<file path="src/rtl/scan_pkg.sv">
// Shared defaults and constant helpers for the digit scan controller.
package scan_pkg;

  localparam int unsigned DEF_CLK_DIV        = 25000;
  localparam int unsigned DEF_NUM_DIGITS     = 7;
  localparam int unsigned DEF_BLANK_CYCLES   = 16;
  localparam bit          DEF_SEL_ACTIVE_LOW = 1'b1;

  // Ceiling log2 for elaboration-time width calculations.
  function automatic int unsigned scan_clog2(input longint unsigned v);
    int unsigned     r;
    longint unsigned p;
    r = 0;
    p = 1;
    while (p < v) begin
      p = p << 1;
      r++;
    end
    return r;
  endfunction

endpackage

</file>
<file path="src/rtl/tick_gen.sv">
// Prescaler: one-cycle tick every CLK_DIV clocks while enabled.
module tick_gen
  import scan_pkg::*;
#(
  parameter int unsigned CLK_DIV = DEF_CLK_DIV
) (
  input  logic clk,
  input  logic rst_n,
  input  logic en,
  output logic tick
);

  localparam int unsigned      CNT_W   = (scan_clog2(CLK_DIV) < 1) ? 1 : scan_clog2(CLK_DIV);
  localparam logic [CNT_W-1:0] CNT_MAX = CNT_W'(CLK_DIV - 1);

  logic [CNT_W-1:0] cnt_q;
  logic [CNT_W-1:0] cnt_d;
  logic             tick_d;

  // Next count; disabling clears the count so a restart waits a full period.
  always_comb begin
    cnt_d  = '0;
    tick_d = 1'b0;
    if (en) begin
      if (cnt_q == CNT_MAX) begin
        tick_d = 1'b1;
      end else begin
        cnt_d = cnt_q + CNT_W'(1);
      end
    end
  end

  // Count and tick registers.
  always_ff @(posedge clk or negedge rst_n) begin
    if (!rst_n) begin
      cnt_q <= '0;
      tick  <= 1'b0;
    end else begin
      cnt_q <= cnt_d;
      tick  <= tick_d;
    end
  end

endmodule

</file>
<file path="src/rtl/digit_scan_ctrl.sv">
// Multiplexed display digit scanner with mask skipping, hold and dead time.
module digit_scan_ctrl
  import scan_pkg::*;
#(
  parameter int unsigned CLK_DIV        = DEF_CLK_DIV,
  parameter int unsigned NUM_DIGITS     = DEF_NUM_DIGITS,
  parameter int unsigned BLANK_CYCLES   = DEF_BLANK_CYCLES,
  parameter bit          SEL_ACTIVE_LOW = DEF_SEL_ACTIVE_LOW,
  localparam int unsigned IDX_W = (scan_clog2(NUM_DIGITS) < 1) ? 1 : scan_clog2(NUM_DIGITS)
) (
  input  logic                  clk,
  input  logic                  rst_n,
  input  logic                  en,
  input  logic                  hold,
  input  logic [NUM_DIGITS-1:0] digit_mask,
  output logic [IDX_W-1:0]      digit_idx,
  output logic [NUM_DIGITS-1:0] digit_sel,
  output logic                  tick,
  output logic                  frame_done,
  output logic                  blank
);

  localparam int unsigned BLANK_W =
    (scan_clog2(BLANK_CYCLES + 1) < 1) ? 1 : scan_clog2(BLANK_CYCLES + 1);
  localparam logic [NUM_DIGITS-1:0] SEL_INACTIVE = SEL_ACTIVE_LOW ? '1 : '0;

  logic [IDX_W-1:0]      idx_d;
  logic [IDX_W-1:0]      cand;
  logic                  found;
  logic                  fd_d;
  logic [BLANK_W-1:0]    bcnt_q;
  logic [BLANK_W-1:0]    bcnt_d;
  logic [NUM_DIGITS-1:0] sel_d;

  tick_gen #(
    .CLK_DIV (CLK_DIV)
  ) u_tick_gen (
    .clk   (clk),
    .rst_n (rst_n),
    .en    (en),
    .tick  (tick)
  );

  // Next index search, wrap detection, dead-time and select decode.
  always_comb begin
    idx_d = digit_idx;
    cand  = '0;
    found = 1'b0;
    fd_d  = 1'b0;
    sel_d = '0;

    // Search forward from idx+1; the last candidate is idx itself.
    if (en && tick && !hold) begin
      for (int k = 1; k <= int'(NUM_DIGITS); k++) begin
        cand = IDX_W'((int'(digit_idx) + k) % int'(NUM_DIGITS));
        if (!found && digit_mask[cand]) begin
          found = 1'b1;
          idx_d = cand;
        end
      end
      fd_d = found && (idx_d <= digit_idx);
    end

    bcnt_d = (bcnt_q != '0) ? bcnt_q - BLANK_W'(1) : '0;
    if (idx_d != digit_idx) begin
      bcnt_d = BLANK_W'(BLANK_CYCLES);
    end

    if (en && (bcnt_d == '0) && digit_mask[idx_d]) begin
      sel_d[idx_d] = 1'b1;
    end
    sel_d = SEL_ACTIVE_LOW ? ~sel_d : sel_d;
  end

  // Scan state and registered outputs.
  always_ff @(posedge clk or negedge rst_n) begin
    if (!rst_n) begin
      digit_idx  <= '0;
      frame_done <= 1'b0;
      bcnt_q     <= '0;
      blank      <= 1'b0;
      digit_sel  <= SEL_INACTIVE;
    end else begin
      digit_idx  <= idx_d;
      frame_done <= fd_d;
      bcnt_q     <= bcnt_d;
      blank      <= (bcnt_d != '0);
      digit_sel  <= sel_d;
    end
  end

endmodule

</file>
<file path="config.mk">
export PLATFORM = sky130hd
export DESIGN_NAME = digit_scan_ctrl
export DESIGN_NICKNAME = d
export VERILOG_FILES = /design/src/rtl/scan_pkg.sv /design/src/rtl/tick_gen.sv /design/src/rtl/digit_scan_ctrl.sv
export SDC_FILE = /design/constraint.sdc
export NUM_CORES = 1
export LEC_CHECK = 0
export CORE_UTILIZATION = 60
export DETAILED_ROUTE_END_ITERATION = 10
export GPL_ROUTABILITY_DRIVEN = 1
export PLACE_DENSITY = 0.8
export SLEW_MARGIN = 30
export SYNTH_ARGS = -nofsm -noshare
export SYNTH_HDL_FRONTEND = slang
export SYNTH_SLANG_ARGS = --single-unit
</file>
<file path="constraint.sdc">
create_clock -name clk -period 11.1 [get_ports clk]
set_input_delay 2.22 -clock clk [delete_from_list [all_inputs] [get_ports clk]]
set_output_delay 2.22 -clock clk [all_outputs]
set_load 0.01 [all_outputs]
</file>
==> key figures, run 1 <==
Clocking
  – Worst-path clk slew: 0.07 ns
  – CTS Buf Count: 5
  – CTS Sinks: 33
  – Worst-Skew Late Latency: 0.28 ns
  – Root buf cell: clkbuf_8
  – # H-tree levels: 2
  – Hold_buf cts: 0
  – CTS tree: done
  – Max Root-Sink Buffers: 2
  – Setup Fix Bufs, Post-CTS: 0
  – Post-CTS Resized: 0

STA
  – Setup tns final: 0 ns
  – Final min period: around 7 ns
  – Fin. Hold Viols: 0
  – Slew at the pin closest to its max-slew limit: between 0.8 and 0.9 ns
  – Slew Limit Headroom: 41.0%
  – RSZ-0062 raised after global routing: false
  – Max-slew violations: 0
  – # setup viols final: 0
  – Setup ws final: 3.90 ns
  – Worst-case clock skew: 0.00632 ns
  – Fmax: 139 MHz
  – Period utilisation layout: 64.8%

Global route
  – GRT Resource Usage Total: 32.0%
  – Vias in the first global route: 3830
  – Global-route wire length before repair: about 19000 um
  – Grt ovf: 0
  – Largest net degree at the start of global routing: 52
  – Initial antenna violation count: 0

Floorplanning
  – Die X: 87.4 um
  – Die Area: 7630 um^2
  – Row count: 30
  – Initial core utilization: around 63%
  – CORE AREA: 6910 um^2
  – # IOs: 24
  – Die H: slightly below 90 um

Final layout
  – Share of layout cells above drive strength 1: 11.5%
  – Final instance area: around 4700 um^2
  – Number of diodes: 0
  – Fin util: 67.9%
  – Area delta synth->final: 7.18%
  – Storage element area: 836 um^2
  – Area of the multi-input gates: 3280 um^2
  – Fillcell total: between 500 and 600
  – NumNets Final: 591

Worst setup path
  – Worst Setup SP: digit_idx[0]
  – Data required time of the worst path: 11.29 ns
  – Critical path class: reg -> reg
  – Crit start category: flip-flop
  – Setup crit end kind: flip-flop
  – Worst r2r src: digit_idx[0]
  – Reg2reg path depth: 22
  – Worst-path maximum fanout: 51
  – Worst EP arrival: approximately 7.4 ns

Power and ir drop
  – Sequential group share of total power: ~30%
  – Combinational share of power: 51.8%
  – Clock power frac: a little under a fifth
  – Power per Cell Area: approximately 100 nW/um^2
  – Psw: approximately 0.20 mW
  – Internal: 0.272 mW
  – Pleak: 1.80 nW
  – Sw frac: 42.4%
  – Worst vdd ir: 0.000146 V

Placement
  – Pre-CTS WS: ~4 ns
  – Buffers on Ports: 23
  – RD Place Congestion: 0.978
  – Placed cell areas: around 4600 um^2
  – Post-DP HPWL: 8790 um

Logic synthesis
  – Synth Net Count: 587
  – Yosys warns: 0
  – Sequential area share after synthesis: between 10% and 20%
  – Most area-consuming cells after synthesis: dfrtp_1 (15%), ha_1 (7.2%), nor2_1 (4.5%)
  – Area share of the largest cell type after synthesis: roughly 15%
  – Async S/R FF share, synth: 100%
  – Yosys reg bits: 33
  – EDFF count, synth: 0
  – Synth area leader: dfrtp_1
  – Post-Syn Area: 4370 um^2
  – Gate Count Post-Synth: around 550
  – Synth Area per Inst: roughly 7.9 um^2
  – Post-synthesis cell type count: 95
  – Top FF cell, synth: dfrtp_1

Detailed routing
  – Via/cell ratio: 6.69
  – Detailed Routing Iterations Pass 1: 6
  – DRC Markers: 0
  – DR vias: approximately 4400
  – Drt initial violations: 493
  – Antenna-violating nets left: 0
  – DR WL/cell: ~18 um
  – Routed wire length: 12000 um

Status
  – Status: completed

Flow run
  – Total of max-cap violations: 0

Hold path
  – Min-delay src: u_tick_gen.cnt_q[0]
  – Worst hold path type: reg -> reg
  – Min-Delay Path Depth: 1
## Yosys cell counts (all sizes together) (16+ instances only)
| master | instances |
|---|---|
| dfrtp | 26 |
| mux2i | 16 |
| o21ai | 35 |
| ha | 25 |
| nor2 | 53 |
| inv | 29 |
| nand2 | 39 |
| a21oi | 24 |
| buf | 16 |
| nand3 | 20 |
| xnor2 | 18 |
| nor3 | 16 |
## power groups by stage
stage          registers (mW)  logic [mW]  clock network, mW
2_1_floorplan           0.143       0.183                  0
3_3_place_gp            0.143       0.232                  0
3_5_place_dp            0.144       0.237                  0
4_1_cts                 0.141       0.239             0.0880
5_1_grt                 0.143       0.268             0.0922
6_report                0.142       0.244             0.0859
## layout make-up
type	instances	share of cell area, %
Sequential cell	33	17.8
Clock inverter	2	0.214
Clock buffer	6	1.55
Timing Repair Buffer	27	5.55
Inverter	30	2.40
Tap cell	96	2.56
Multi-Input combinational cell	458	69.9
## metrics by stage
| step | power, mW | std cells | hold WS [ns] |
|---|---|---|---|
| 2_1_floorplan | 0.326 | 551 | 0.433 |
| 3_3_place_gp | 0.374 | 644 | 0.450 |
| 3_5_place_dp | 0.381 | 644 | 0.457 |
| 4_1_cts | 0.468 | 652 | 0.466 |
| 5_1_grt | 0.503 | 652 | 0.477 |
| 6_report | 0.472 | 652 | 0.460 |
## state kept, by name (all words and copies together) (netlist names)
name,cells
frame_done,1
blank,1
digit_idx,3
bcnt_q,5
u_tick_gen.cnt_q,15
digit_sel,7
u_tick_gen.tick,1
## critical path, cell delays in order, from the launching register on
cell,delay (ns)
dfrtp_2,0.35
buf_4,0.46
inv_1,0.36
ha_1,0.47
xor2_4,0.37
inv_2,0.18
ha_1,0.23
ha_1,0.30
a31oi_1,0.22
xnor2_1,0.22
ha_1,0.52
or2_2,0.21
a211oi_1,0.05
o311a_1,0.36
a31oi_1,0.21
o221ai_1,0.21
o21ai_1,0.43
a211oi_1,0.17
o31ai_2,0.41
a22oi_1,0.20
xnor2_1,0.20
a31oi_1,0.32
or4_1,0.61
## path summary, 6_finish.rpt
kind,to,slack (ns)
min in group asynchronous,u_tick_gen.cnt_q[13],2.34
max in group asynchronous,digit_sel[3],8.42
setup reg to reg,digit_sel[3],3.90
hold / removal,u_tick_gen.cnt_q[0],0.46
setup / recovery,digit_sel[3],3.90
hold reg to reg,u_tick_gen.cnt_q[0],0.46
## cells by family after synthesis
group / share of synthesized area [%]
buffers and inverters: 6.01
multiplexers: 7.10
adder cells (fa/ha/maj): 7.15
AND/OR/NAND/NOR: 24.0
AO/OA/AOI/OAI: 30.2
XOR/XNOR: 6.44
flip-flops: 19.1
## layout by cell type (no fill, tap or decap), types with 15 or more instances in the layout
cell type / count
inv_1: 23
dfrtp_1: 25
mux2i_1: 15
a31oi_1: 15
xnor2_1: 18
nand3_1: 20
nor2_1: 53
nand2_1: 39
clkdlybuf4s50_1: 23
ha_1: 25
o21ai_0: 28
nor3_1: 16
a21oi_1: 23
## per-layer routing
layer,vias to the layer above,global-route usage [%],routed length [um]
met5,-,0,0
met4,0,6.86,182
met3,18,5.02,1030
met2,219,51.1,5460
met1,2042,45.4,5360
li1,2085,-,-
Power figures use the tool's default switching activity.
==> run 2: changes to the inputs <==
--- a/config.mk
+++ b/config.mk
@@ -5,10 +5,10 @@
 export SDC_FILE = /design/constraint.sdc
 export NUM_CORES = 1
 export LEC_CHECK = 0
-export CORE_UTILIZATION = 60
+export CORE_UTILIZATION = 56
 export DETAILED_ROUTE_END_ITERATION = 10
 export GPL_ROUTABILITY_DRIVEN = 1
-export PLACE_DENSITY = 0.8
+export PLACE_DENSITY = 0.78
 export SLEW_MARGIN = 30
 export SYNTH_ARGS = -nofsm -noshare
 export SYNTH_HDL_FRONTEND = slang
==> constraint.sdc (replaced) <==
create_clock -name clk -period 6.2 [get_ports clk]
set_input_delay 1.24 -clock clk [delete_from_list [all_inputs] [get_ports clk]]
set_output_delay 1.24 -clock clk [all_outputs]
set_load 0.01 [all_outputs]
==> run 2 against run 1 <==
Effect of this change:
- final cell count increased by 3.2%
- maximum frequency increased by 23%
- power increased by 86%
- utilization decreased by 2.1 points
- combinational power increased by 87%
- global-route usage about the same
- critical path depth decreased by 3
- flip-flop and latch count unchanged
- critical endpoint is now digit_sel[1]
- highest routed layer unchanged
==> key figures, run 2 (same netlist as run 1, synthesis figures left out) <==
Final layout
  – Reg with most FFs: u_tick_gen.cnt_q
  – Share of layout cells above drive strength 1: 15.2% (+3.6 points)
  – Fin util: 65.8% (-2.1 points)
  – NumNets Final: 609 (+3.0%)
  – Top flop regs: u_tick_gen.cnt_q x15, digit_sel x7, bcnt_q x5
  – Area delta synth->final: 11.4%
  – Largest register FFs: 15 (unchanged)
  – Number of diodes: 0 (unchanged)
  – Commonest non-fill, non-tap cell in the layout: nor2_1
  – Fillcell total: 629 (+7.7%)
  – Commonest cells after routing, fill and taps aside: nor2_1 (53), nand2_1 (39), o21ai_0 (28)

Detailed routing
  – Detailed Routing Iterations Pass 1: 8 (+2)
  – Via/cell ratio: 6.74 (+0.76%)
  – Drt initial violations: 302 (-39%)
  – Routed wire length: 12700 um (+5.7%)
  – Antenna-violating nets left: 0 (unchanged)
  – DRC Markers: 0 (unchanged)
  – DR vias: 4539 (+4.0%)
  – DR WL/cell: 18.9 um (+2.4%)

Worst setup path
  – CP endpoint: digit_sel[1]
  – Worst Setup SP: digit_idx[2]
  – Data required time of the worst path: 6.40 ns (-4.89 ns)
  – Crit start category: flip-flop
  – Critical path class: reg -> reg
  – Setup crit end kind: flip-flop
  – Reg2reg path depth: 19 (-14%)
  – R2r endpoint: digit_sel[1]
  – Flop2flop setup slack: 0.34 ns (-3.56 ns)
  – Worst r2r src: digit_idx[2]
  – Worst EP arrival: 6.06 ns (-1.33 ns)
  – Worst-path maximum fanout: 13 (-75%)

Power and ir drop
  – Power per Cell Area: 180 nW/um^2 (+79%)
  – Sequential group share of total power: 28.8% (-1.2 points)
  – Clock power frac: 19.2% (+1.0 points)
  – Tot Pwr: 0.877 mW (+86%)
  – Internal: 0.512 mW (+89%)
  – Psw: 0.365 mW (+82%)
  – Sw frac: 41.6% (-0.81 points)
  – Worst vdd ir: 0.000230 V (+57%)
  – Combinational share of power: 52.0% (+0.2 points)
  – Pleak: 1.89 nW (+5.1%)

Floorplanning
  – # IOs: 24 (unchanged)
  – Die H: 90.4 um (+3.4%)
  – Initial core utilization: 59.0% (-4.3 points)
  – Die Area: 8170 um^2 (+7.0%)
  – CORE AREA: 7410 um^2 (+7.3%)
  – Die X: 90.4 um (+3.4%)
  – Row count: 31 (+3.3%)

STA
  – Slew at the pin closest to its max-slew limit: 0.575 ns (-0.285 ns)
  – RSZ-0062 raised after global routing: false
  – Hold Slack: 0.479 ns (+0.0194 ns)
  – Max-slew violations: 0 (unchanged)
  – # setup viols final: 0 (unchanged)
  – Fmax: 171 MHz (+23%)
  – Period utilisation layout: 94.5% (+30 points)
  – Fin. Hold Viols: 0 (unchanged)
  – Final min period: 5.86 ns (-1.34 ns)
  – Setup ws final: 0.340 ns (-3.56 ns)
  – Setup tns final: 0 ns (unchanged)
  – Worst-case clock skew: 0.00616 ns (-0.000154 ns)
  – Slew Limit Headroom: 61.6% (+21 points)

Clocking
  – CTS Buf Count: 5 (unchanged)
  – Max Root-Sink Buffers: 2 (unchanged)
  – Root buf cell: clkbuf_8
  – CTS tree: done
  – CTS Sinks: 33 (unchanged)
  – Worst-Skew Late Latency: 0.28 ns (about the same)
  – # H-tree levels: 2 (unchanged)
  – Worst-path clk slew: 0.07 ns (about the same)
  – Setup Fix Bufs, Post-CTS: 0 (unchanged)

Status
  – Status: completed

Global route
  – Grt met2 use: 50.5% (-0.63 points)
  – GRT busiest layer: met2
  – Vias in the first global route: 4271 (+12%)
  – Initial antenna violation count: 0 (unchanged)
  – GRT Resource Usage Total: 31.9% (about the same)
  – GR Util met1: 45.3% (-0.063 points)
  – Global-route wire length before repair: 21300 um (+12%)
  – Grt ovf: 0 (unchanged)
  – Grt met3 use: 5.13% (+0.11 points)
  – Largest net degree at the start of global routing: 36 (-31%)

Flow run
  – Total of max-cap violations: 0 (unchanged)

Placement
  – Buffers on Ports: 23 (unchanged)
  – RD Place Congestion: 1.03 (+5.4%)
  – Post-DP HPWL: 9510 um (+8.3%)
  – Pre-CTS WS: 0.223 ns (-3.83 ns)

Hold path
  – Worst hold path type: reg -> reg
==> run 2: changes by cell type in the layout (fill, tap and decap cells not counted), sizes merged <==
cell    change
clkbuf      +2
clkinv      -2
buf        +18
==> run 2: worst min path at each step <==
stage                                    from                  end  slack (ns)  cells past startpoint
after floorplan           u_tick_gen.cnt_q[0]  u_tick_gen.cnt_q[0]        0.43                      1
after global placement    u_tick_gen.cnt_q[0]  u_tick_gen.cnt_q[0]        0.45                      1
after detailed placement  u_tick_gen.cnt_q[0]  u_tick_gen.cnt_q[0]        0.49                      1
after CTS                 u_tick_gen.cnt_q[0]  u_tick_gen.cnt_q[0]        0.49                      1
after global routing      u_tick_gen.cnt_q[0]  u_tick_gen.cnt_q[0]        0.50                      1
final                     u_tick_gen.cnt_q[0]  u_tick_gen.cnt_q[0]        0.48                      1
==> run 2: area by class of cell <==
cell class	count	area, um^2	share of cell area (%)
Sequential cell	33	836	17.2
Clock buffer	8	90.1	1.85
Inverter	30	113	2.31
Multi-Input combinational cell	458	3320	68.0
Tap cell	99	124	2.54
Timing Repair Buffer	45	395	8.11
==> run 2: timing repair <==
action	in CTS	in global routing
gates resized for setup	0	7
hold buffers	0	0
setup endpoints to repair	0	6
hold endpoints to repair	0	0
==> run 2: per-stage QoR <==
stage                     cell area [um^2]  cells
after detailed placement              4740    665
final                                 4870    673
after global placement                4740    665
after CTS                             4830    673
after floorplan                       4370    551
after global routing                  4870    673
==> run 2: metal layers <==
layer  wire length, um  vias to the layer above
met5                 0                        -
met4               267                        0
met3              1120                       35
met2              5680                      253
met1              5650                     2123
li1                  -                     2128
==> run 2: worst max-delay path, cell delays in order (launching register included) <==
cell      delay (ns)
dfrtp_1         0.57
inv_2           0.27
ha_1            0.29
a21boi_2        0.27
inv_2           0.09
ha_1            0.28
a31oi_1         0.21
xnor2_1         0.22
ha_1            0.33
o21ai_0         0.19
o22ai_1         0.32
mux2i_4         0.41
or4b_1          0.49
o311ai_2        0.16
nor4_1          0.12
buf_4           0.17
a22oi_1         0.35
xnor2_1         0.20
a31oi_2         0.26
or4_1           0.58
==> run 2: power by group through the flow <==
stage	clock network, mW	registers, mW	logic, mW
2_1_floorplan	0	0.256	0.328
3_3_place_gp	0	0.256	0.428
3_5_place_dp	0	0.256	0.439
4_1_cts	0.168	0.252	0.442
5_1_grt	0.180	0.256	0.499
6_report	0.168	0.253	0.456
==> run 3: changes to the inputs <==
--- a/config.mk
+++ b/config.mk
@@ -8,8 +8,10 @@
 export CORE_UTILIZATION = 56
 export DETAILED_ROUTE_END_ITERATION = 10
 export GPL_ROUTABILITY_DRIVEN = 1
+export GPL_TIMING_DRIVEN = 0
 export PLACE_DENSITY = 0.78
 export SLEW_MARGIN = 30
 export SYNTH_ARGS = -nofsm -noshare
 export SYNTH_HDL_FRONTEND = slang
+export SYNTH_HIERARCHICAL = 1
 export SYNTH_SLANG_ARGS = --single-unit
==> run 3 against run 2 <==
Effect of this change:
- worst setup slack got worse by 0.19 ns
- clock skew rose by 0.0055 ns
- critical path depth rose by 5
- first-iteration DRC count rose by 66%
- power rose by 82%
- via count rose by 6.1%
- maximum frequency fell by 3.1%
==> key figures, run 3 <==
Status
  – Status: completed

Logic synthesis
  – Post-synthesis cell type count: 93 (-2.1%)
  – Area share of the largest cell type after synthesis: 14.4% (-0.43 points)
  – Synth Net Count: 595 (+1.4%)
  – Yosys reg bits: 33 (unchanged)
  – Synth cell count leaders: nor2_1 (53), nand2_1 (42)
  – Synth area leader: dfrtp_1
  – Post-Syn Area: 4500 um^2 (+3.0%)
  – EDFF count, synth: 0 (unchanged)
  – Sequential area share after synthesis: 18.5% (-0.56 points)
  – Top FF cell, synth: dfrtp_1
  – Yosys warns: 6 (+6)
  – Async S/R FF share, synth: 100% (unchanged)
  – Gate Count Post-Synth: 558 (+1.3%)
  – Most frequent cell after synthesis: nor2_1
  – Most area-consuming cells after synthesis: dfrtp_1 (14%), ha_1 (7.2%), xnor2_1 (4.5%)
  – Synth Area per Inst: 8.07 um^2 (+1.7%)

Placement
  – Post-DP HPWL: 9980 um (+4.9%)
  – Buffers on Ports: 21 (-8.7%)
  – RD Place Congestion: 0.963 (-6.6%)

Global route
  – Vias in the first global route: 4656 (+9.0%)
  – Global-route wire length before repair: 22700 um (+6.5%)
  – Grt ovf: 0 (unchanged)
  – Initial antenna violation count: 0 (unchanged)
  – GRT Resource Usage Total: 33.8% (+1.9 points)
  – Largest net degree at the start of global routing: 34 (-5.6%)

Hold path
  – Worst hold path type: reg -> reg
  – Min-delay src: u_tick_gen/cnt_q[0]
  – Min-Delay Path Depth: 1 (unchanged)
  – Hold EP: u_tick_gen/cnt_q[0]

Final layout
  – Share of layout cells above drive strength 1: 18.3% (+3.1 points)
  – Area delta synth->final: 14.3%
  – Number of diodes: 0 (unchanged)
  – NumNets Final: 632 (+3.8%)
  – Commonest non-fill, non-tap cell in the layout: nor2_1
  – Fillcell total: 649 (+3.2%)
  – Top flop regs: u_tick_gen/cnt_q x15, digit_sel x7, bcnt_q x5
  – Reg with most FFs: u_tick_gen/cnt_q
  – Commonest cells after routing, fill and taps aside: nor2_1 (53), nand2_1 (42), inv_1 (25), ha_1 (25), a21oi_1 (24)
  – Largest register FFs: 15 (unchanged)

Flow run
  – Total of max-cap violations: 0 (unchanged)

Worst setup path
  – Setup crit end kind: flip-flop
  – Crit start category: flip-flop
  – WP buf/inv: 5 (+2)
  – Crit path top cell by count: ha_1
  – Flop2flop setup slack: 0.15 ns (-0.19 ns)
  – Data required time of the worst path: 6.39 ns (about the same)
  – Cell family with most CP delay: compound AO/OA/AOI/OAI gates
  – Worst r2r src: digit_idx[0]
  – Crit path cell chain: buf_4, clkinv_2, clkbuf_4, ha_1, buf_2, xor2_2, inv_1, ha_1, ha_1, or3b_4, or4_1, a21oi_2, o31a_1, o311ai_4, a211o_1, and3_1, a211o_1, a311oi_2, nand2_1, ha_1, a21o_1, a21oi_1, a31oi_1, nor3_1
  – Worst Setup SP: digit_idx[0]
  – Worst-path maximum fanout: 11 (-2)
  – Crit path largest cell delay: 0.43 ns (-0.15 ns)
  – Worst EP arrival: 6.24 ns (+0.18 ns)
  – Reg2reg path depth: 24 (+5)
  – Critical path class: reg -> reg
  – R2r endpoint: frame_done
  – Critical-path top delay cell: or3b_4

Detailed routing
  – Routed wire length: 14000 um (+9.8%)
  – DRC Markers: 0 (unchanged)
  – Antenna-violating nets left: 0 (unchanged)
  – DR vias: 4816 (+6.1%)
  – Drt initial violations: 502 (+66%)
  – Detailed Routing Iterations Pass 1: 5 (-3)
  – DR WL/cell: 20.0 um (+5.9%)
  – Via/cell ratio: 6.90 (+2.3%)

STA
  – # setup viols final: 0 (unchanged)
  – Slew at the pin closest to its max-slew limit: 0.785 ns (+0.211 ns)
  – Slew Limit Headroom: 47.4% (-14 points)
  – Final min period: 6.05 ns (+0.188 ns)
  – Setup tns final: 0 ns (unchanged)
  – Max-slew violations: 0 (unchanged)
  – Fmax: 165 MHz (-3.1%)
  – Period utilisation layout: 97.6% (+3.0 points)
  – Worst-case clock skew: 0.0116 ns (+0.00547 ns)
  – Fin. Hold Viols: 0 (unchanged)

Power and ir drop
  – Tot Pwr: 1.60 mW (+82%)
  – Power per Cell Area: 310 nW/um^2 (+72%)
  – Worst vdd ir: 0.000138 V (-40%)
  – Pleak: 2.09 nW (+11%)

Clocking
  – Worst-Skew Late Latency: 0.29 ns (about the same)
  – CTS tree: done
  – CTS Buf Count: 5 (unchanged)
  – Worst-path clk slew: 0.08 ns (about the same)
  – # H-tree levels: 2 (unchanged)
  – Max Root-Sink Buffers: 2 (unchanged)
  – CTS Sinks: 33 (unchanged)
  – Root buf cell: clkbuf_8

Floorplanning
  – Die H: 91.7 um (+1.5%)
  – Row count: 32 (+3.2%)
  – Initial core utilization: 58.0% (-1.0 points)
  – Die X: 91.7 um (+1.5%)
  – # IOs: 24 (unchanged)
  – Die Area: 8410 um^2 (+2.9%)
  – CORE AREA: 7770 um^2 (+4.8%)
[run 3: cell count changes after synthesis, moves of 5 or more]
cell and change:
xor2_1 -7, o2111ai_1 +5, a2111oi_0 -5, o21ai_0 -9, xnor2_1 +5, nand3_1 -10
a2bb2oi_1 -5, o21a_1 -5, nor2b_1 -7
[run 3: stage by stage]
stage / std cells / setup slack (ns) / area [um^2] / utilization [%] / hold WS [ns]
floorplan: 558 / 0.408 / 4500 / - / 0.447
global placement: 681 / -0.786 / 4840 / 62.3 / 0.474
finish: 698 / 0.152 / 5150 / 66.3 / 0.500
detailed placement: 681 / -0.895 / 4840 / 62.3 / 0.492
global route: 698 / -0.00381 / 5150 / 66.3 / 0.534
CTS: 692 / 0.0642 / 5000 / 64.4 / 0.501
[run 3: repair_timing]
action,CTS,global route
resized for setup,9,20
hold buffers,0,0
pin swaps,1,5
endpoints found under the setup margin,17,13
buffers inserted,3,7
[run 3: worst reg2reg max path, delay by kind of cell (launching register included)]
family                   cells  cell delay (ns)
AO/OA/AOI/OAI                9             1.86
AND/OR/NAND/NOR              5             1.37
adder cells (fa/ha/maj)      4             1.05
buffers and inverters        5             0.96
flip-flops                   1             0.42
XOR/XNOR                     1             0.31
[run 3: how the worst max path moves through the flow]
stage                       endpoint  cells after the start
after floorplan           frame_done                     24
after global placement    frame_done                     24
after detailed placement  frame_done                     25
after CTS                 frame_done                     23
after global routing      frame_done                     25
final                     frame_done                     24
[run 3: kinds of logic after synthesis]
| family | after synthesis | synth area share, % |
|---|---|---|
| muxes | 31 | 7.75 |
| buffers and inverters | 63 | 6.22 |
| xor gates and xnor gates | 28 | 5.86 |
| adders and majority gates | 26 | 7.22 |
| DFF | 33 | 18.5 |
| and+or+nand+nor | 202 | 24.7 |
| AOI/OAI and AO/OA | 175 | 29.7 |
[run 3: layout make-up]
| type | count | area (um^2) | area share (%) |
|---|---|---|---|
| Timing Repair Buffer | 31 | 280 | 5.45 |
| Tap cell | 102 | 128 | 2.48 |
| Buffer | 33 | 181 | 3.53 |
| Clock buffer | 6 | 82.6 | 1.60 |
| Clock inverter | 2 | 37.5 | 0.729 |
| Multi-Input combinational cell | 462 | 3480 | 67.7 |
| Inverter | 29 | 114 | 2.21 |
| Sequential cell | 33 | 838 | 16.3 |
[run 3: layer usage]
metal,global-route usage [%],vias up,wire [um]
met5,0,-,0
met4,16.9,0,617
met3,6.22,63,1110
met2,55.7,278,6440
met1,42.3,2286,5800
li1,-,2189,-
[run 3: where the power goes]
part	switching [mW]	total, mW	internal (mW)
registers	0.0214	0.261	0.240
clock network	0.0784	0.209	0.131
logic	0.669	1.12	0.456
total	0.769	1.60	0.826
